<file path="config.mk">
export PLATFORM = sky130hd
export DESIGN_NAME = ysyx_22040088_lsu_ctrl
export DESIGN_NICKNAME = d
export VERILOG_FILES = /design/src/rtl/ysyx_22040088_lsu_ctrl.sv
export SDC_FILE = /design/constraint.sdc
export NUM_CORES = 1
export LEC_CHECK = 0
export ABC_AREA = 1
export CORE_MARGIN = 5
export CORE_UTILIZATION = 30
export CTS_BUF_LIST = sky130_fd_sc_hd__clkbuf_8 sky130_fd_sc_hd__clkbuf_16
export CTS_CLUSTER_SIZE = 12
export DETAILED_ROUTE_END_ITERATION = 6
export SKIP_CTS_REPAIR_TIMING = 1
export SLEW_MARGIN = 0
export SYNTH_ARGS = -nofsm -noshare
export SYNTH_HDL_FRONTEND = slang
export SYNTH_SLANG_ARGS = --single-unit
</file>
<file path="constraint.sdc">
create_clock -name clk -period 17.4 [get_ports clk]
set_clock_uncertainty 0.1 [all_clocks]
set_input_delay 4.35 -clock clk [delete_from_list [all_inputs] [get_ports clk]]
set_output_delay 4.35 -clock clk [all_outputs]
set_load 0.005 [all_outputs]
</file>
<file path="src/rtl/ysyx_22040088_lsu_ctrl.sv">
// Load/store sequencer: latches one access, issues one aligned bus request,
// waits for the response and returns extended load data or a fault.
// Ports: clk/rst; decode side mem_ena, mem_wen, mem_mask, ld_unsigned, addr,
// wdata; core side stall, done, ld_data, fault; bus side req_* / resp_*.
module ysyx_22040088_lsu_ctrl #(
    parameter int TIMEOUT = 256,
    parameter int CNT_W   = 9
) (
    input  logic        clk,
    input  logic        rst,
    input  logic        mem_ena,
    input  logic        mem_wen,
    input  logic [3:0]  mem_mask,
    input  logic        ld_unsigned,
    input  logic [63:0] addr,
    input  logic [63:0] wdata,
    output logic        stall,
    output logic        done,
    output logic [63:0] ld_data,
    output logic        fault,
    output logic        req_valid,
    input  logic        req_ready,
    output logic [63:0] req_addr,
    output logic        req_wen,
    output logic [7:0]  req_wstrb,
    output logic [63:0] req_wdata,
    input  logic        resp_valid,
    input  logic [63:0] resp_rdata,
    input  logic        resp_err
);

    typedef enum logic [1:0] {IDLE, REQ, WAIT, DONE} state_t;

    localparam logic [CNT_W-1:0] TO_LAST =
        CNT_W'(TIMEOUT > 0 ? TIMEOUT - 1 : 0);

    state_t            state, state_n;
    logic [CNT_W-1:0]  cnt;
    logic [63:0]       addr_r, wdata_r, rdata_r;
    logic [3:0]        mask_r;
    logic              wen_r, uns_r, fault_r;

    logic              bad_in, mis_in, to_hit;
    logic [2:0]        off_r;
    logic [7:0]        strb_base;
    logic [63:0]       sh, ext;

    // Access check on the incoming request (mask may be corrupt).
    always_comb begin
        bad_in = 1'b0;
        mis_in = 1'b0;
        case (mem_mask)
            4'b0001: mis_in = addr[2:0] != 3'd0;
            4'b0010: mis_in = addr[1:0] != 2'd0;
            4'b0100: mis_in = addr[0];
            4'b1000: mis_in = 1'b0;
            default: bad_in = 1'b1;
        endcase
    end

    // Last allowed cycle in REQ+WAIT: counter reaches TIMEOUT after it.
    assign to_hit = (TIMEOUT > 0) && (cnt == TO_LAST);
    assign off_r  = addr_r[2:0];
    assign sh     = rdata_r >> {off_r, 3'b000};

    always_comb begin
        strb_base = 8'h00;
        ext       = 64'd0;
        case (mask_r)
            4'b0001: begin
                strb_base = 8'hFF;
                ext       = sh;
            end
            4'b0010: begin
                strb_base = 8'h0F;
                ext = {{32{sh[31] & ~uns_r}}, sh[31:0]};
            end
            4'b0100: begin
                strb_base = 8'h03;
                ext = {{48{sh[15] & ~uns_r}}, sh[15:0]};
            end
            4'b1000: begin
                strb_base = 8'h01;
                ext = {{56{sh[7] & ~uns_r}}, sh[7:0]};
            end
            default: begin
                strb_base = 8'h00;
                ext       = 64'd0;
            end
        endcase
    end

    always_ff @(posedge clk or posedge rst) begin
        if (rst) state <= IDLE;
        else     state <= state_n;
    end

    always_comb begin
        state_n = state;
        unique case (state)
            IDLE: if (mem_ena) state_n = (mis_in | bad_in) ? DONE : REQ;
            REQ: begin
                // An abandoned request is acceptable to the bus.
                if (to_hit)         state_n = DONE;
                else if (req_ready) state_n = WAIT;
            end
            WAIT: if (resp_valid | to_hit) state_n = DONE;
            DONE: state_n = IDLE;
        endcase
    end

    always_ff @(posedge clk or posedge rst) begin
        if (rst) begin
            cnt     <= '0;
            addr_r  <= '0;
            wdata_r <= '0;
            rdata_r <= '0;
            mask_r  <= '0;
            wen_r   <= 1'b0;
            uns_r   <= 1'b0;
            fault_r <= 1'b0;
        end else begin
            unique case (state)
                IDLE: if (mem_ena) begin
                    addr_r  <= addr;
                    wdata_r <= wdata;
                    mask_r  <= mem_mask;
                    wen_r   <= mem_wen;
                    uns_r   <= ld_unsigned;
                    rdata_r <= '0;
                    fault_r <= mis_in | bad_in;
                    cnt     <= '0;
                end
                REQ: begin
                    cnt <= cnt + 1'b1;
                    if (to_hit) fault_r <= 1'b1;
                end
                WAIT: begin
                    cnt <= cnt + 1'b1;
                    if (resp_valid) begin
                        rdata_r <= resp_rdata;
                        fault_r <= resp_err;
                    end else if (to_hit) begin
                        fault_r <= 1'b1;
                    end
                end
                DONE: ;
            endcase
        end
    end

    assign stall     = (state == IDLE && mem_ena) ||
                       state == REQ || state == WAIT;
    assign req_valid = state == REQ;
    assign req_addr  = req_valid ? {addr_r[63:3], 3'b000} : 64'd0;
    assign req_wen   = req_valid & wen_r;
    assign req_wstrb = req_valid ? strb_base << off_r : 8'h00;
    assign req_wdata = req_valid ? wdata_r << {off_r, 3'b000} : 64'd0;
    assign done      = state == DONE;
    assign fault     = done & fault_r;
    assign ld_data   = (done && !wen_r && !fault_r) ? ext : 64'd0;

endmodule
</file>
== After elaboration in Yosys (flattened, before gate mapping) ==
Index checks and enable logic that the tools add are counted.
Operators by class
  add/sub/neg operators: 1
  equal/unequal tests: 16
  shifts and indexed selects: 3
  mux-type cells: 23
  bitwise gates (word level): 8
  reduce and logical (&&, ||, !) cells: 20
Operators with widths (number)
  two-way mux 64 bit: 5
  case mux 64 bit (4 select lines): 1
  case mux 64 bit (2 select lines): 1
  left shift 64 x 6 -> 64 bit: 1
  >> shifter 64 x 6 -> 64 bit: 1
  case mux 8 bit (4 select lines): 1
  case mux 9 bit (2 select lines): 1
  two-way mux 2 bit: 5
  adder 9 x 1 -> 9 bit, second input constant: 1
  == test 9 x 8 -> 1 bit, second input constant: 1
  two-way mux 9 bit: 1
  == test 4 x 1 -> 1 bit, second input constant: 2
  == test 4 x 2 -> 1 bit, second input constant: 2
  == test 4 x 3 -> 1 bit, second input constant: 2
  == test 4 bit, second input constant: 2
  two-way mux 8 bit: 1
  case mux 2 bit (4 select lines): 1
  left shift 8 x 3 -> 8 bit: 1
  != test 2 bit, second input constant: 3
  case mux 1 bit (3 select lines): 2
  AND reduction 2 bit: 3
  AND reduction 3 bit: 2
  nonzero test 2 bit: 3
  nonzero test 3 bit: 2
  other kinds (13): 26
Word-level totals
  register bits after elaboration: 210
  input bits: 204

== Longest topological paths before layout ==
  depth after elaboration: 7
  mapped depth: 12
  gate-level depth less buffers: 11

== Least setup slack after synthesis ==
No wires, ideal clock.
  path kind: input port to output port
  start point: input port mem_ena
  end point: output port stall
  data arrival time: 5172 ps
  setup slack: 7778 ps
  stages: 4
  cells stage by stage: nand2_1 clkbuf_1 clkbuf_1 nand3_1
Between the ends
  cells in the longest elaborated chain, start to end: 3
Ends and longest elaborated chain
  from (decl): line 11  | input logic mem_ena,
  logical AND 1 bit: line 152  | assign stall = (state == IDLE && mem_ena) ||
  logical OR 1 bit: line 152
  logical OR 1 bit: line 153  | state == REQ || state == WAIT;
  to (decl): line 17  | output logic stall,
No other way between the ends.

== Worst setup path after layout ==
Same ends and word-level chain as after synthesis.

==> results list <==
- Result of the run: complete, no violations
- Depth of the CTS H-tree: 1
- Startpoint types: input port
* Worst-path clk slew: 60 ps
* Max transition margin: 18.24%
* Syn. warnings: 0
- Violation count after the first detailed-routing iteration: 1352
- Source-to-sink clock delay at the later pin of the worst-skew pair: 560 ps
* Clk root buf: sky130_fd_sc_hd__clkbuf_16
- Final global-route overflow total: 0
- Top_reg_cell synth: sky130_fd_sc_hd__dfrtp_1
- Gate count of the mapped netlist: 2072
* Post-synthesis sequential area ratio: 38.78%
- STA puts the critical path data arrival time at 5980 ps.
- From synthesis to final layout, the design area changed by 38.36%.
- In this run, synthesis produced a sequential element count of 210.
- Average via count per standard cell: 4.906
* Time the final worst path needs with I/O delays and setup: 10430 ps
- At the worst endpoint, the required time is 12950 ps.
* Number of I/O port buffers: 405
- Entering global routing, the biggest net connects 102 pins.
- Largest family of logic cells by synthesized area: simple AND/OR/NAND/NOR gates
* Placeable core area: 44410 um^2
- In the final design database the tool counted 2587 nets.
- By instance count, the leading cell after synthesis is sky130_fd_sc_hd__nand2_1.
* Synth area leader: sky130_fd_sc_hd__dfrtp_1
- Setup violations remaining at the end of the flow were counted as 0.
- Overall fraction of global-route tracks in use: 21.84%
- After detailed routing, the total wire length is 56140 um.
* Worst min-delay path class: flop to flop
- The average instance in the mapped netlist occupies 6.539 um^2.
* Hold violation count in the final report: 0
* Via count: 14692
- After the flow finishes, the layout carries non-filler instances totaling 2995.
- IR analysis of the VDD net gives a maximum drop of 0.1106 mV.
- The netlist uses 39 different library cells.
- TritonCTS built the clock tree.
* Row Count: 77
- The synthesized netlist devotes 0.06464% of its cell area to XOR and XNOR gates.
* Share of synthesized registers carrying an async set or reset: 100.0%
- In this run, placement finished with an instance count of 2937.
- Adder and majority gate portion of the synthesized area: 0.7388%
* Setup_tns: 0 ps
- Post-route DRC violation count: 0
- Total half-perimeter wirelength after legalization and detailed placement: 40280 um
- Multiplexer cells account for 1.773% of the synthesized area.
- Total die area: 49520 um^2
* Highest net fanout along the worst path: 57
- Initial core utilization: 30.51%
- Number of primary I/O pins: 409
- In the post-synthesis netlist, the biggest area contributors are sky130_fd_sc_hd__dfrtp_1 (39%), sky130_fd_sc_hd__nand2_1 (23%), sky130_fd_sc_hd__nand3_1 (8.8%), sky130_fd_sc_hd__o21ai_0 (6.6%), sky130_fd_sc_hd__inv_1 (5.1%).
- In this run the power density over the cells is 167.4 nW/um^2.
* Netlist area before placement: 13550 um^2
* Routability-driven placement congestion ratio: 0.9040
- Summing the areas of all compound-gate instances in the mapped netlist gives 8.985% of the synthesized area.
* Leakage component of the power: 9.178 nW
- The synthesized design devotes to its leading area cell type 38.78% of total area.
- Simple-gate area share of the yosys netlist: 38.53%
* Post-synth EDFFs: 0
- Commonest cells post-synth: sky130_fd_sc_hd__nand2_1 (848), sky130_fd_sc_hd__nand3_1 (238), sky130_fd_sc_hd__dfrtp_1 (210)
* RSZ-0062 raised after global routing: false
- Maximum capacitance violations: 0
- In the final routed layout, each cell accounts on average for 18.75 um.
- The die is 222.5 um wide.
- The design draws 3.139 mW.
* CTS buffer count: 28
- Floorplan die height: 222.5 um
- Counting along the longest clock path gives a buffer depth of 3.
- The critical path in this run is classified as input port to output pin.
- Final cycle utilization of the critical path: 59.96%
- Max Fclk: 0.09585 GHz
- STA classifies the critical path endpoint as an output pin.
- Pin slew with the least headroom to its limit: 1225 ps
* Slew Viols, Final: 0
* Wire length of the first global-routing pass: 87240 um
- Residual antenna-violating net count after detailed routing: 0
- Number of iterations in the first detailed-routing pass: 5
- The initial antenna violation count was 14.
- Share of post-route cells with drive strength above 1: 5.298%
- The number of global-route vias before repair was 14586.
- TritonCTS sink count: 210
-- metal layers --
layer / share of wire [%] / vias to the layer above / GRT usage [%]
met5: 0.15 / - / 0
met4: 3.6 / 12 / 7.787
met3: 8.5 / 101 / 6.084
met2: 45 / 595 / 33.91
met1: 43 / 6877 / 29.27
li1: - / 7107 / -
-- flip-flops by register name (all words and copies together), names as in the netlist --
name and count:
addr_r 64, rdata_r 64, wdata_r 64, cnt 9, mask_r 4, state 2, fault_r 1, uns_r 1
wen_r 1
-- critical path: stages --
cell and delay (ps):
sky130_fd_sc_hd__clkdlybuf4s50_1 540, sky130_fd_sc_hd__nand2_4 360, sky130_fd_sc_hd__nand3_1 210, sky130_fd_sc_hd__clkdlybuf4s50_1 520
-- final timing paths --
| kind | start | to | slack, ps | cells past startpoint |
|---|---|---|---|---|
| min reg2reg | addr_r[30] | addr_r[30] | 370 | 2 |
| max reg2reg | state[0] | rdata_r[47] | 13830 | 9 |
| min | addr_r[30] | addr_r[30] | 370 | 2 |
| max | mem_ena | stall | 6970 | 4 |
| min in group asynchronous | rst | cnt[8] | 4230 | 2 |
| max in group asynchronous | rst | addr_r[3] | 11620 | 3 |
-- report_power, final --
| part | leakage [nW] | internal (mW) | switching, mW | total [mW] |
|---|---|---|---|---|
| logic | 5.97 | 0.574 | 1.06 | 1.64 |
| clock network | 0.523 | 0.399 | 0.239 | 0.637 |
| registers | 2.68 | 0.685 | 0.179 | 0.865 |
| total | 9.18 | 1.66 | 1.48 | 3.14 |
-- metrics by stage --
step                instance area [um^2]  setup WS (ps)  hold slack, ps  util, %
CTS                                18730           6923           381.2    42.18
global placement                   17710           6927           362.1    39.88
detailed placement                 17710           6933           365.8    39.88
global route                       18750           6821           408.3    42.21
finish                             18750           6967           374.3    42.21
floorplan                          13560           7212           349.2        -
-- cell usage in the layout, fill, tap and decap left out, types with 2 or more instances in the layout --
cell                                n
sky130_fd_sc_hd__nor2_2            38
sky130_fd_sc_hd__inv_2              5
sky130_fd_sc_hd__inv_1            188
sky130_fd_sc_hd__diode_2            6
sky130_fd_sc_hd__nand2_2            3
sky130_fd_sc_hd__nand2_4            3
sky130_fd_sc_hd__clkdlybuf4s50_1  405
sky130_fd_sc_hd__a21oi_1           27
sky130_fd_sc_hd__clkinv_4           2
sky130_fd_sc_hd__mux2i_1           24
sky130_fd_sc_hd__o31ai_1            4
sky130_fd_sc_hd__nand4_1            7
sky130_fd_sc_hd__nand3_2            7
sky130_fd_sc_hd__buf_4             14
sky130_fd_sc_hd__dfrtp_1          208
sky130_fd_sc_hd__nor2_1           104
sky130_fd_sc_hd__clkbuf_16         28
sky130_fd_sc_hd__ha_2               2
sky130_fd_sc_hd__a31oi_1           11
sky130_fd_sc_hd__nand2_1          847
sky130_fd_sc_hd__o22ai_1            3
sky130_fd_sc_hd__o211ai_1           3
sky130_fd_sc_hd__inv_4              3
sky130_fd_sc_hd__o21ai_0          179
sky130_fd_sc_hd__bufinv_16          6
sky130_fd_sc_hd__nand3_1          238
sky130_fd_sc_hd__conb_1             3
sky130_fd_sc_hd__o21ai_1            3
sky130_fd_sc_hd__clkbuf_8           4
sky130_fd_sc_hd__nor3_1             4
sky130_fd_sc_hd__ha_1               6
sky130_fd_sc_hd__clkinv_2           3
-- kinds of logic (layout without fill, tap and decap cells) --
logic type	after synthesis	count (layout)
other	1	9
AO/OA/AOI/OAI	234	234
adder cells (fa/ha/maj)	8	8
XOR/XNOR	1	1
multiplexers	24	24
flip-flops	210	210
AND/OR/NAND/NOR	1256	1256
buffers and inverters	338	661
-- area by class of cell --
class	count	area, um^2
multi-input combinational	1526	6825
tap	592	740.7
clock buffer	32	755.7
inverter	190	728.2
antenna	6	15.01
timing repair buffer	419	4159
clock inverter	20	262.8
fill	4623	25670
sequential	210	5260
Note: power is estimated with default switching activity, not from simulation.
